==> src/rtl/mc_muldiv.sv <==
// Iterative multiply/divide unit: UMULL/SMULL by radix-2 shift-add, UDIV/SDIV by restoring division.
// Divide datapath is compiled in only when MC_MULDIV_DIV_EN is defined.
module mc_muldiv #(
  parameter int WIDTH = 32
) (
  input  logic             clk,
  input  logic             reset,
  input  logic             start,
  input  logic [1:0]       op,
  input  logic [WIDTH-1:0] a,
  input  logic [WIDTH-1:0] b,
  output logic             busy,
  output logic             done,
  output logic [WIDTH-1:0] result_lo,
  output logic [WIDTH-1:0] result_hi,
  output logic [3:0]       flags,
  output logic             divzero
);

  localparam int CW = $clog2(WIDTH);
  localparam logic [CW-1:0] LAST_CNT = CW'(WIDTH - 1);

  typedef enum logic [1:0] {
    ST_IDLE = 2'd0,
    ST_RUN  = 2'd1,
    ST_DONE = 2'd2
  } state_t;

  function automatic logic [WIDTH-1:0] mag(input logic [WIDTH-1:0] v, input logic neg);
    return neg ? -v : v;
  endfunction

  state_t                 state_r, state_s;
  logic                   accept_s, last_s;
  logic [CW-1:0]          cnt_r;
  logic                   div_r;
  logic                   neg_q_r;
  logic [WIDTH-1:0]       opnd_r;
  logic [2*WIDTH-1:0]     acc_r;
  logic [2*WIDTH-1:0]     step_s;
  logic [WIDTH:0]         mul_sum_s;
  logic [2*WIDTH-1:0]     prod_s;
  logic                   sa_s, sb_s;
  logic                   busy_r, done_r, divzero_r;
  logic [WIDTH-1:0]       result_lo_r, result_hi_r;
  logic [3:0]             flags_r;
  logic [WIDTH-1:0]       fin_lo_s, fin_hi_s;
  logic [3:0]             fin_flags_s;
  logic                   fin_dz_s;
`ifdef MC_MULDIV_DIV_EN
  logic                   neg_r_r, dz_r, ovf_r;
  logic [WIDTH-1:0]       a_raw_r;
  logic [WIDTH:0]         div_sh_s, div_sub_s;
  logic [2*WIDTH-1:0]     div_next_s;
  logic [WIDTH-1:0]       q_s, r_s;
  logic                   fin_v_s;
`endif

  assign sa_s = op[0] & a[WIDTH-1];
  assign sb_s = op[0] & b[WIDTH-1];

  // Next-state decode: starts are only honoured in IDLE and DONE.
  always_comb begin
    state_s  = state_r;
    accept_s = 1'b0;
    last_s   = 1'b0;
    case (state_r)
      ST_IDLE: begin
        if (start) begin
          state_s  = ST_RUN;
          accept_s = 1'b1;
        end else begin
          state_s = ST_IDLE;
        end
      end
      ST_RUN: begin
        if (cnt_r == LAST_CNT) begin
          state_s = ST_DONE;
          last_s  = 1'b1;
        end else begin
          state_s = ST_RUN;
        end
      end
      ST_DONE: begin
        if (start) begin
          state_s  = ST_RUN;
          accept_s = 1'b1;
        end else begin
          state_s = ST_IDLE;
        end
      end
      default: begin
        state_s = ST_IDLE;
      end
    endcase
  end

  // One iteration of shift-add multiply (and restoring divide when built in).
  always_comb begin
    mul_sum_s = {1'b0, acc_r[2*WIDTH-1:WIDTH]} + (acc_r[0] ? {1'b0, opnd_r} : {(WIDTH+1){1'b0}});
`ifdef MC_MULDIV_DIV_EN
    div_sh_s  = {acc_r[2*WIDTH-1:WIDTH], acc_r[WIDTH-1]};
    div_sub_s = div_sh_s - {1'b0, opnd_r};
    if (div_sh_s >= {1'b0, opnd_r}) begin
      div_next_s = {div_sub_s[WIDTH-1:0], acc_r[WIDTH-2:0], 1'b1};
    end else begin
      div_next_s = {div_sh_s[WIDTH-1:0], acc_r[WIDTH-2:0], 1'b0};
    end
    step_s = div_r ? div_next_s : {mul_sum_s, acc_r[WIDTH-1:1]};
`else
    step_s = {mul_sum_s, acc_r[WIDTH-1:1]};
`endif
  end

  // Sign correction, special cases and flags applied to the final iteration.
  always_comb begin
    prod_s      = neg_q_r ? -step_s : step_s;
    fin_lo_s    = prod_s[WIDTH-1:0];
    fin_hi_s    = prod_s[2*WIDTH-1:WIDTH];
    fin_flags_s = {prod_s[2*WIDTH-1], (prod_s == {(2*WIDTH){1'b0}}), 1'b0, 1'b0};
    fin_dz_s    = 1'b0;
`ifdef MC_MULDIV_DIV_EN
    q_s     = neg_q_r ? -step_s[WIDTH-1:0] : step_s[WIDTH-1:0];
    r_s     = neg_r_r ? -step_s[2*WIDTH-1:WIDTH] : step_s[2*WIDTH-1:WIDTH];
    fin_v_s = 1'b0;
`endif
    if (div_r) begin
`ifdef MC_MULDIV_DIV_EN
      if (dz_r) begin
        fin_lo_s = {WIDTH{1'b1}};
        fin_hi_s = a_raw_r;
        fin_dz_s = 1'b1;
      end else if (ovf_r) begin
        fin_lo_s = a_raw_r;
        fin_hi_s = {WIDTH{1'b0}};
        fin_v_s  = 1'b1;
      end else begin
        fin_lo_s = q_s;
        fin_hi_s = r_s;
      end
      fin_flags_s = {fin_lo_s[WIDTH-1], (fin_lo_s == {WIDTH{1'b0}}), 1'b0, fin_v_s};
`else
      fin_lo_s    = {WIDTH{1'b0}};
      fin_hi_s    = {WIDTH{1'b0}};
      fin_flags_s = 4'b0100;
`endif
    end else begin
      fin_dz_s = 1'b0;
    end
  end

  // Control state, operand latching and iteration datapath.
  always_ff @(posedge clk or posedge reset) begin
    if (reset) begin
      state_r <= ST_IDLE;
      busy_r  <= 1'b0;
      done_r  <= 1'b0;
      cnt_r   <= {CW{1'b0}};
      div_r   <= 1'b0;
      neg_q_r <= 1'b0;
      opnd_r  <= {WIDTH{1'b0}};
      acc_r   <= {(2*WIDTH){1'b0}};
`ifdef MC_MULDIV_DIV_EN
      neg_r_r <= 1'b0;
      dz_r    <= 1'b0;
      ovf_r   <= 1'b0;
      a_raw_r <= {WIDTH{1'b0}};
`endif
    end else begin
      state_r <= state_s;
      busy_r  <= (state_s == ST_RUN);
      done_r  <= (state_s == ST_DONE);
      if (accept_s) begin
        cnt_r   <= {CW{1'b0}};
        div_r   <= op[1];
        neg_q_r <= sa_s ^ sb_s;
        opnd_r  <= op[1] ? mag(b, sb_s) : mag(a, sa_s);
        acc_r   <= {{WIDTH{1'b0}}, (op[1] ? mag(a, sa_s) : mag(b, sb_s))};
`ifdef MC_MULDIV_DIV_EN
        neg_r_r <= sa_s;
        dz_r    <= (b == {WIDTH{1'b0}});
        ovf_r   <= (op == 2'b11) && (a == {1'b1, {(WIDTH-1){1'b0}}}) && (b == {WIDTH{1'b1}});
        a_raw_r <= a;
`endif
      end else if (state_r == ST_RUN) begin
        cnt_r <= cnt_r + CW'(1);
        acc_r <= step_s;
      end else begin
        cnt_r <= cnt_r;
      end
    end
  end

  // Result registers load only on entry to DONE and hold otherwise.
  always_ff @(posedge clk or posedge reset) begin
    if (reset) begin
      result_lo_r <= {WIDTH{1'b0}};
      result_hi_r <= {WIDTH{1'b0}};
      flags_r     <= 4'b0000;
      divzero_r   <= 1'b0;
    end else if (last_s) begin
      result_lo_r <= fin_lo_s;
      result_hi_r <= fin_hi_s;
      flags_r     <= fin_flags_s;
      divzero_r   <= fin_dz_s;
    end
  end

  assign busy      = busy_r;
  assign done      = done_r;
  assign result_lo = result_lo_r;
  assign result_hi = result_hi_r;
  assign flags     = flags_r;
  assign divzero   = divzero_r;

endmodule

==> config.mk <==
export PLATFORM = sky130hd
export DESIGN_NAME = mc_muldiv
export DESIGN_NICKNAME = d
export VERILOG_FILES = /design/src/rtl/mc_muldiv.sv
export SDC_FILE = /design/constraint.sdc
export NUM_CORES = 1
export LEC_CHECK = 0
export ABC_CLOCK_PERIOD_IN_PS = 6100
export BUFFER_PORTS_ARGS = -buffer_cell sky130_fd_sc_hd__clkbuf_2
export CAP_MARGIN = 10
export CORE_MARGIN = 1.5
export CORE_UTILIZATION = 29
export DETAILED_ROUTE_END_ITERATION = 10
export GPL_TIMING_DRIVEN = 0
export HOLD_SLACK_MARGIN = 0.15
export PLACE_DENSITY = 0.59
export SETUP_SLACK_MARGIN = 0.4
export SYNTH_ARGS = -nofsm -noshare
export SYNTH_HDL_FRONTEND = slang
export SYNTH_SLANG_ARGS = --single-unit
==> constraint.sdc <==
create_clock -name clk -period 6.1 [get_ports clk]
set_input_delay 1.525 -clock clk [delete_from_list [all_inputs] [get_ports clk]]
set_output_delay 1.525 -clock clk [all_outputs]
set_load 0.005 [all_outputs]
==> results.json <==
{
  "cts_setup_buffers": 0,
  "grt_pass1_wl_um": 69100,
  "rsz0062_at_grt": "no",
  "gp_routability_congestion": 0.926,
  "grt_usage_pct": 20.1,
  "cp-end-kind": "flip-flop",
  "cp_num_buf_inv": 2,
  "drc": 0,
  "r2r_end": "flags[2]",
  "antenna_cells": 0,
  "cp_slowest_stage_delay_ns": 0.59,
  "yosys-top-cells-count": "nand2_1, o21ai_0, dfrtp_1",
  "grt_pass1_vias": 12000,
  "hold_start": "result_hi[29]",
  "r2r_slack_ns": 0.60,
  "synth_enable_flop_cells": 0,
  "via_per_inst": 5.45,
  "cp_cell_sequence": "clkbuf_2 -> and2_1 -> ha_1 -> fa_1 -> clkbuf_1 -> or2_2 -> o41ai_2 -> xnor2_1 -> or4_1 -> or4_1 -> nor4_1 -> nand4_1 -> or4b_1 -> nor4_2 -> nand4_1 -> o21ai_1",
  "p_leak_nw": 6.13,
  "cts-htree-levels": 4,
  "initial_core_util_pct": 29.6,
  "pre_cts_ws_ns": 0.435,
  "crit_type": "flip-flop to flip-flop",
  "grt_max_degree": 42,
  "drtIter0Drc": 1136,
  "portBuffers": 135,
  "fin_crit_sh_pct": 90.2,
  "drive_gt1_share_pct": 12.2,
  "clock_latency_ns": 0.47,
  "synthArstFlopShare_pct": 100,
  "cts_tree": "built",
  "syn_to_final_growth_pct": 17.0,
  "core_um2": 42300,
  "fmax_ghz": 0.182,
  "num-nets-final": 1826,
  "grt_overflow": 0,
  "holdPathStages": 2,
  "synth_seq_cells": 172,
  "synthCells": 1559,
  "synth_flop_cell": "dfrtp_1",
  "seqCellArea_um2": 4310,
  "hp-class": "flip-flop to flip-flop",
  "cp_data_arrival_time_ns": 5.89,
  "tns_ns": 0,
  "hold_viol": 0,
  "whs_endpoint": "result_hi[29]",
  "yosys-top-cells-area": "dfrtp_1, o21ai_0, nand2_1",
  "finalWirelength_um": 44800,
  "setup_violations": 0,
  "antenna_left": 0,
  "firstDrtPassIters": 6,
  "reg2regPathDepth": 16,
  "slowest_stage": "or4_1",
  "clk_pin_slew_worst_paths_ns": 0.07,
  "fillCellCount": 4477,
  "cts_buffers": 17,
  "worstMarginPinSlew_ns": 1.04,
  "hpwl_um": 35900,
  "ys_types": 75,
  "clockRootBuffer": "clkbuf_16",
  "antenna_found_initial": 1,
  "die_area_um2": 44500,
  "mappedNetlistArea_um2": 12500,
  "setup_ws_ns": 0.600,
  "critPathRequiredTime_ns": 6.49,
  "cts.sink_count": 172,
  "placement_rows": 75,
  "drv_cap": 0,
  "path_max_fanout": 10,
  "wire_per_inst_um": 19.4,
  "r2r-start": "acc_r[0]",
  "synth_warnings": 0,
  "final_max_slew_viol_count": 0,
  "die_y_um": 211,
  "yosysTopAreaCell": "dfrtp_1",
  "die_x_um": 211,
  "slew_headroom_pct": 30.4,
  "route.vias.total": 12600,
  "multi_input_area_um2": 7700,
  "p_per_area_nw_per_um2": 515,
  "cts_hold_buf": 0,
  "avgSynthCellArea_um2": 8.04,
  "synth.most_common_cell": "nand2_1",
  "synth-seq-area-share_pct": 34.4,
  "clock_skew_ns": 0.0172,
  "fin_crit_ns": 5.50,
  "synth.top_cell.area_share_pct": 34.4,
  "ios": 140,
  "vdd_drop_max_uv": 310,
  "cp-start-kind": "flip-flop",
  "status": "finished clean",
  "critPathTopFamily": "simple AND/OR/NAND/NOR gates",
  "whs_ns": 0.480,
  "clockBufferDepth": 2
}
==> kinds of logic (layout without fill, tap and decap cells) <==
logic type,after synthesis,count (layout),share of synthesized area (%)
and+or+nand+nor,549,549,21.5
AOI/OAI and AO/OA,510,510,25.4
DFF,172,172,34.4
buffers and inverters,142,313,4.48
xor gates and xnor gates,139,139,9.72
adders and majority gates,38,38,3.85
muxes,8,8,0.649
other,1,3,0.0299
==> layer usage <==
| metal | vias up | wire [µm] | GRT usage [%] |
|---|---|---|---|
| met5 | - | 13 | 0 |
| met4 | 2 | 631 | 4.88 |
| met3 | 45 | 2710 | 2.25 |
| met2 | 445 | 20300 | 32.1 |
| met1 | 6137 | 21200 | 28.9 |
| li1 | 5957 | - | - |
==> registers in the layout, summed over array words and instances (netlist names), 2 cells and up <==
| name | cells |
|---|---|
| cnt_r | 5 |
| state_r | 2 |
| flags | 2 |
| result_lo | 32 |
| opnd_r | 32 |
| acc_r | 64 |
| result_hi | 31 |
==> cell usage in the layout (no fill, tap or decap), drive strengths merged, types with 10 or more instances in the layout <==
cell type  instances
clkbuf           248
nand2            209
o21ai            203
dfrtp            172
nor2             117
a21oi            100
xor2              85
xnor2             54
and2              41
ha                37
o31ai             36
inv               35
a22o              30
a22oi             29
nand4             27
nor3              25
nor4              25
buf               22
o41ai             21
nand3             20
or4               20
a31oi             17
a211oi            12
or3               11
or2               11
a21o              10
==> metrics by stage <==
step,cell area [µm²],instances,power (mW),util [%]
after global placement,13900,2273,6.25,32.9
after global routing,14700,2309,8.10,34.6
after detailed placement,14000,2277,6.32,33.1
after floorplan,12500,1561,4.87,-
after CTS,14600,2309,7.48,34.6
final,14700,2309,7.55,34.6
==> worst register-to-register path, stage by stage, from the launching register on <==
cell and delay, ns:
dfrtp_2 0.46, clkbuf_2 0.18, and2_1 0.19, ha_1 0.21, fa_1 0.42, clkbuf_1 0.23, or2_2 0.37, o41ai_2 0.39
xnor2_1 0.19, or4_1 0.57, or4_1 0.59, nor4_1 0.36, nand4_1 0.22, or4b_1 0.56, nor4_2 0.20, nand4_1 0.14
o21ai_1 0.15
==> repair_timing <==
item                                    4_1_cts  5_1_grt
hold endpoints to repair                      0        0
cloned                                        0        0
endpoints found under the setup margin        1        4
pin swaps                                     0        0
gates resized for setup                       1        6
==> layout make-up <==
cell class	instances	area share, %
clock inverter	15	1.29
tap	577	4.92
multi-input combinational	1247	52.5
timing repair buffer	139	5.15
inverter	28	0.743
clock buffer	17	2.90
sequential	172	29.4
buffer	114	3.12
==> power breakdown <==
| part | total [mW] | internal, mW | switching, mW |
|---|---|---|---|
| combinational | 4.38 | 1.57 | 2.82 |
| sequential | 2.02 | 1.62 | 0.398 |
| clock | 1.15 | 0.562 | 0.583 |
| total | 7.55 | 3.75 | 3.80 |
==> worst max-delay path by stage <==
| stage | cells after the start | start | slack (ns) | end |
|---|---|---|---|---|
| floorplan | 16 | acc_r[0] | 1.47 | flags[2] |
| global placement | 16 | acc_r[0] | 0.42 | flags[2] |
| detailed placement | 16 | acc_r[0] | 0.44 | flags[2] |
| CTS | 16 | acc_r[0] | 0.42 | flags[2] |
| global route | 16 | acc_r[0] | 0.43 | flags[2] |
| finish | 16 | acc_r[0] | 0.60 | flags[2] |
No activity file was read; power rests on OpenSTA's default activity.
